===== src/rtl/elevator.sv =====
// Five-floor SCAN elevator controller; registered outputs, requests act one cycle after the press.
// No backpressure: buttons are level-sampled every edge and latched into pending until served.
module elevator #(
   parameter int MOVE_CYCLES = 1,
   parameter int DOOR_CYCLES = 2
) (
   input  logic [4:0] buttons,
   input  logic       clk,
   input  logic       rst_n,
   output logic [2:0] floor,
   output logic       dir_up,
   output logic       moving,
   output logic       door_open,
   output logic [4:0] pending
);

   typedef enum logic [1:0] {IDLE, MOVE_UP, MOVE_DOWN, DOOR_OPEN} state_t;

   localparam int MAXC = (MOVE_CYCLES > DOOR_CYCLES) ? MOVE_CYCLES : DOOR_CYCLES;
   localparam int TW   = (MAXC > 1) ? $clog2(MAXC) : 1;

   state_t        state, state_n;
   logic [TW-1:0] timer, timer_n;
   logic [2:0]    floor_n, fu, fd;
   logic          dir_n;
   logic [4:0]    clr, pending_n;
   logic          move_last, door_last;

   function automatic logic any_above(input logic [4:0] p, input logic [2:0] f);
      logic r;
      r = 1'b0;
      for (int i = 0; i < 5; i++)
         if (p[i] && (3'(i) > f)) r = 1'b1;
      return r;
   endfunction

   function automatic logic any_below(input logic [4:0] p, input logic [2:0] f);
      logic r;
      r = 1'b0;
      for (int i = 0; i < 5; i++)
         if (p[i] && (3'(i) < f)) r = 1'b1;
      return r;
   endfunction

   assign fu        = floor + 3'd1;
   assign fd        = floor - 3'd1;
   assign move_last = (timer == TW'(MOVE_CYCLES - 1));
   assign door_last = (timer == TW'(DOOR_CYCLES - 1));

   always_comb begin
      state_n = state;
      timer_n = timer;
      floor_n = floor;
      dir_n   = dir_up;
      clr     = 5'b0;
      case (state)
         IDLE: begin
            timer_n = '0;
            if (pending[floor]) begin
               state_n    = DOOR_OPEN;
               clr[floor] = 1'b1;
            end else if (dir_up && any_above(pending, floor)) begin
               state_n = MOVE_UP;
            end else if (!dir_up && any_below(pending, floor)) begin
               state_n = MOVE_DOWN;
            end else if (any_above(pending, floor)) begin
               state_n = MOVE_UP;
               dir_n   = 1'b1;
            end else if (any_below(pending, floor)) begin
               state_n = MOVE_DOWN;
               dir_n   = 1'b0;
            end
         end
         MOVE_UP: begin
            // Top floor guard keeps floor inside 0..4 even if state were corrupted.
            if (floor == 3'd4) begin
               state_n = IDLE;
               timer_n = '0;
            end else if (move_last) begin
               timer_n = '0;
               floor_n = fu;
               if (pending[fu]) begin
                  state_n = DOOR_OPEN;
                  clr[fu] = 1'b1;
               end else if (!any_above(pending, fu)) begin
                  state_n = IDLE;
               end
            end else begin
               timer_n = timer + TW'(1);
            end
         end
         MOVE_DOWN: begin
            if (floor == 3'd0) begin
               state_n = IDLE;
               timer_n = '0;
            end else if (move_last) begin
               timer_n = '0;
               floor_n = fd;
               if (pending[fd]) begin
                  state_n = DOOR_OPEN;
                  clr[fd] = 1'b1;
               end else if (!any_below(pending, fd)) begin
                  state_n = IDLE;
               end
            end else begin
               timer_n = timer + TW'(1);
            end
         end
         default: begin
            // Presses of the floor the car is standing at are absorbed while open.
            clr[floor] = 1'b1;
            if (door_last) begin
               state_n = IDLE;
               timer_n = '0;
            end else begin
               timer_n = timer + TW'(1);
            end
         end
      endcase
      pending_n = (pending | buttons) & ~clr;
   end

   always_ff @(posedge clk) begin
      if (!rst_n) begin
         state     <= IDLE;
         timer     <= '0;
         floor     <= 3'd0;
         dir_up    <= 1'b1;
         moving    <= 1'b0;
         door_open <= 1'b0;
         pending   <= 5'b0;
      end else begin
         state     <= state_n;
         timer     <= timer_n;
         floor     <= floor_n;
         dir_up    <= dir_n;
         moving    <= (state_n == MOVE_UP) || (state_n == MOVE_DOWN);
         door_open <= (state_n == DOOR_OPEN);
         pending   <= pending_n;
      end
   end

endmodule


===== config.mk =====
export PLATFORM = sky130hd
export DESIGN_NAME = elevator
export DESIGN_NICKNAME = d
export VERILOG_FILES = /design/src/rtl/elevator.sv
export SDC_FILE = /design/constraint.sdc
export NUM_CORES = 1
export LEC_CHECK = 0
export CORE_AREA = 2 2 58 60
export CTS_CLUSTER_SIZE = 10
export DETAILED_ROUTE_END_ITERATION = 8
export DIE_AREA = 0 0 60 62
export DONT_BUFFER_PORTS = 1
export GPL_TIMING_DRIVEN = 0
export PLACE_DENSITY = 0.57
export SLEW_MARGIN = 20
export SYNTH_ARGS = -nofsm -noshare
export SYNTH_HDL_FRONTEND = slang
export SYNTH_SLANG_ARGS = --single-unit

===== constraint.sdc =====
create_clock -name clk -period 2.95 [get_ports clk]
set_input_delay 0.885 -clock clk [delete_from_list [all_inputs] [get_ports clk]]
set_output_delay 0.885 -clock clk [all_outputs]
set_load 0.05 [all_outputs]

Yosys cells after proc, flatten, opt, wreduce, memory -nomap -nowiden
Cells that the tools add are included.
Word-level totals
  output and inout port bits: 11
  word-level logic and storage cells: 174
  register bits after elaboration: 14
  bits of input ports: 7
Cells by class
  $add $sub $neg: 3
  reduce and logical (&&, ||, !) cells: 33
  equal/unequal tests: 10
  bitwise logic cells: 6
  multiplexer cells: 89
  $lt $le $gt $ge: 26
Operator list (number)
  2-to-1 mux 1 bit: 54
  2-to-1 mux 5 bit: 7
  2-to-1 mux 2 bit: 14
  logical AND 1 bit: 25
  one-hot mux 5 bit (3 select lines): 1
  greater-than comparator 1 x 3 -> 1 bit, first input constant: 4
  greater-than comparator 2 x 3 -> 1 bit, first input constant: 4
  < comparator 1 x 3 -> 1 bit, first input constant: 4
  < comparator 2 x 3 -> 1 bit, first input constant: 4
  < comparator 3 x 4 -> 1 bit, second input constant: 3
  2-to-1 mux 3 bit: 4
  AND reduction 5 bit: 2
  binary-select mux 1 bit (select 3 bit): 3
  demux 1 bit (select 3 bit): 3
  >= comparator 3 x 1 -> 1 bit, second input constant: 3
  inequality test 2 bit, second input constant: 4
  == test 2 bit, second input constant: 3
  greater-than comparator 3 bit, first input constant: 2
  < comparator 3 bit, first input constant: 2
  one-hot mux 2 bit (3 select lines): 1
  one-hot mux 3 bit (2 select lines): 1
  AND 5 bit: 1
  NOT 5 bit: 1
  OR 5 bit: 1
  other kinds (12): 16

Longest topological paths before layout
  depth in word-level cells: 31
  gate-level depth with buffers: 12

Least setup slack after synthesis
Ideal clock, no wire load.
  kind: register to register
  from: reg floor[0]
  to: reg moving
  stages on the path, launching flop included: 13
  library setup time: 0.115 ns
  clock period less this slack: 2.958 ns
  required time: 2.835 ns
  path slack: -0.008 ns
  data arrival time: 2.843 ns
  path through: dfxtp_1 -> buf_6 -> inv_1 -> ha_1 -> buf_4 -> inv_1 -> o22ai_1 -> nand3_1 -> a211o_1 -> a221oi_2 -> o21ai_1 -> ha_1 -> and2_1
Between the ends
  cells in the longest elaborated chain, start to end: 20
  elaborated cells between the ends (all ways): 111
Ends and longest elaborated chain
  start: declaration: line 10  | output logic [2:0] floor,
  start signal: assignment: line 135  | floor <= floor_n;
  parallel branches: the longest is 17 deep, another holds subtractor 3 x 1 -> 3 bit
  one-hot mux 2 bit (3 select lines) *: line 56  | case (state)
  == test 2 x 1 -> 1 bit / == test 2 bit (equally long branches): line 137  | moving <= (state_n == MOVE_UP) || (state_n == MOVE_DOWN);
  logical OR 1 bit *: line 137
  end signal: assignment: line 137
  end: declaration: line 12  | output logic moving,
Mark *: on every way between the ends. The select of a mux whose other input is x is not followed.
A chain may end at the register's enable or synchronous reset.

Final worst setup path
Same ends and word-level chain as after synthesis.

==> run_results.csv <==
group,metric,value,unit
finish,nets,194,
route,drc,0,
placement,gp_congestion,0.923,
min_path,hold_class,"reg2reg",
run,max-cap-violations,0,
route,ant_nets,0,
floorplan,die_height,62,um
yosys,synth_seq_cells,14,
sta,post-route-period-util,0.982,
yosys,postSynthAreaPerCell,8.07,um^2
worst_setup_path,slowest_stage,"dfxtp_4",
sta,final-setup-viol-count,0,
worst_setup_path,endpoint_kind,"flip-flop",
finish,drive_gt1_frac,0.253,
yosys,synth-seq-area-share,0.212,
clock_tree,numCtsBuffers,3,
route,dr.pass1.iters,6,
clock_tree,clkSlewWorstSetupHoldPaths,0.10,ns
finish,fin_util,0.487,
clock_tree,cts_tree,"done",
grt,grt_pass1_wl,5.91,mm
floorplan,initial_core_util,0.416,
finish,final_common_cell,"nand2_1",
route,dr_total_vias,1342,
floorplan,dieArea,3720,um^2
worst_setup_path,reg2reg_setup_slack,0.05,ns
sta,timing.fmax,345,MHz
finish,diodes,0,
floorplan,core.rowCount,21,
sta,fin_hold_ws,0.715,ns
sta,tightestPinTransition,0.828,ns
yosys,syn-num-nets,179,
grt,grt_antenna_before_repair,0,
yosys,synth_top_flop_cell,"dfxtp_1",
worst_setup_path,slowest_delay,0.49,ns
placement,port-buffer-count,0,
run_status,outcome,"finished clean",
yosys,yosysUniqueCellTypes,52,
pwr,power_leakage,0.000580,uW
route,wl_per_cell,17.5,um
sta,hold_viol,0,
pwr,power_density,1250,nW/um^2
sta,final.min_clock_period,2.90,ns
finish,syn_to_final_growth,16.9,%
worst_setup_path,path_class,"reg2reg",
route,vias_per_cell,5.99,
grt,grt-ovfl-total,0,
grt,grt_pass1_vias,1183,
sta,slew_headroom,0.448,
sta,tns,0,ns
clock_tree,worstSkewPairLatency,0.28,ns
floorplan,io_pins,18,
floorplan,fp.dieW,60,um
worst_setup_path,path_cells,"buf_8, clkinvlp_4, ha_4, buf_6, clkinvlp_4, o22ai_1, nand3_1, a211o_1, a221oi_2, o21ai_1, ha_1, and2_1",
yosys,async_flop_share,0,
placement,dp_hpwl,2.76,mm
yosys,synth-edff-count,0,
sta,skew,0.00258,ns
finish,layout_common_cells,"13 x nand2_1, 12 x dfxtp_1, 11 x nor2_1, 11 x buf_4, 9 x o21ai_0",
worst_setup_path,crit_arrival,3.09,ns
worst_setup_path,crit_top_cell,"clkinvlp_4",
yosys,syn-cell-area,1320,um^2
yosys,ys.warnings.count,0,
floorplan,core_area,3180,um^2
yosys,synthCells,164,
finish,seqCellArea,288,um^2
sta,slew_viol_final,0,
worst_setup_path,cp_max_fo,10,
finish,fill_cells,309,
clock_tree,clock-sinks,14,
pwr,ir_drop,0.000644,V
route,drt_iter0_markers,74,
worst_setup_path,worstPathRequired,3.14,ns
finish,multi_input_area,957,um^2
route,wirelength,3.92,mm
pwr,finalPower,1930,uW
grt,grt.total_usage,0.218,
clock_tree,root_buffer,"clkbuf_4",
worst_setup_path,cp-start-kind,"flip-flop",
grt,grt_start_max_net_pins,11,
clock_tree,htreeDepth,1,
clock_tree,clockBufferDepth,2,
[power by group]
group	switching, uW	leakage (uW)	internal [uW]
Combinational	699	0.000441	621
Clock	72.8	0.0000210	75.1
Sequential	212	0.000117	251
Total	984	0.000580	948
[stage by stage]
step / setup slack [ns] / area, um^2 / std cells
2_1_floorplan: 0.0109 / 1330 / 164
3_3_place_gp: -0.318 / 1380 / 210
3_5_place_dp: -0.351 / 1380 / 210
4_1_cts: 0.0193 / 1440 / 215
5_1_grt: -0.0580 / 1550 / 224
6_report: 0.0532 / 1550 / 224
[final cells by class]
cell class	count	share of cell area
Timing Repair Buffer	10	0.0485
Inverter	8	0.0267
Buffer	12	0.0598
Multi-Input combinational cell	130	0.618
Tap cell	46	0.0372
Sequential cell	14	0.186
Clock buffer	4	0.0234
[routing by layer]
| layer | routed length, um | vias up | GRT usage |
|---|---|---|---|
| li1 | - | 635 | - |
| met1 | 1660 | 633 | 0.279 |
| met2 | 1880 | 66 | 0.357 |
| met3 | 299 | 8 | 0.0580 |
| met4 | 73 | 0 | 0.0698 |
| met5 | 0 | - | 0 |
[timing repair]
| item | CTS | global route |
|---|---|---|
| pin swaps | 0 | 2 |
| endpoints found under the setup margin | 2 | 2 |
| resized for setup | 4 | 10 |
| endpoints found under the hold margin | 0 | 0 |
| setup buffers | 1 | 9 |
| hold buffers | 0 | 0 |
[final timing paths]
kind,startpoint,to,cells after the start
setup reg to reg,floor[0]$_SDFFE_PN0P_,moving$_SDFF_PN0_,12
hold / removal,state[0]$_SDFF_PN0_,state[1]$_SDFF_PN0_,2
setup / recovery,floor[0]$_SDFFE_PN0P_,moving$_SDFF_PN0_,12
hold reg to reg,state[0]$_SDFF_PN0_,state[1]$_SDFF_PN0_,2
[synthesized netlist by cell type, types with 4 or more instances]
| cell type | count | area share |
|---|---|---|
| a31oi_1 | 5 | 0.024 |
| ha_1 | 8 | 0.076 |
| o21ai_0 | 10 | 0.038 |
| nor2_1 | 11 | 0.031 |
| buf_2 | 5 | 0.019 |
| nand2_1 | 13 | 0.037 |
| nor3_1 | 5 | 0.019 |
| nand3b_1 | 5 | 0.028 |
| inv_1 | 8 | 0.023 |
| dfxtp_1 | 14 | 0.21 |
| nor2b_1 | 7 | 0.033 |
| nand2b_1 | 5 | 0.024 |
| xnor2_1 | 4 | 0.026 |
| a21oi_1 | 8 | 0.030 |
[worst max-delay path: cells and delay by family (launching register included)]
kind | cells | cell delay (ns)
adders and majority gates | 2 | 0.59
and+or+nand+nor | 2 | 0.28
buffers and inverters | 4 | 0.57
DFF | 1 | 0.49
AOI/OAI and AO/OA | 4 | 0.85
[registers in the layout, summed over array words and instances, names as in the netlist]
| signal | count |
|---|---|
| state | 2 |
| moving | 1 |
| door_open | 1 |
| pending | 5 |
| dir_up | 1 |
| door_last | 1 |
| floor | 3 |
[kinds of logic (layout without fill, tap and decap cells)]
kind of cell,count (synthesis),after routing,synth area share
and+or+nand+nor,62,62,0.254
DFF,14,14,0.212
xor gates and xnor gates,6,6,0.0454
AOI/OAI and AO/OA,51,51,0.287
muxes,3,3,0.0416
adders and majority gates,8,8,0.0756
buffers and inverters,20,34,0.0841
Note: power is estimated with default switching activity, not from simulation.
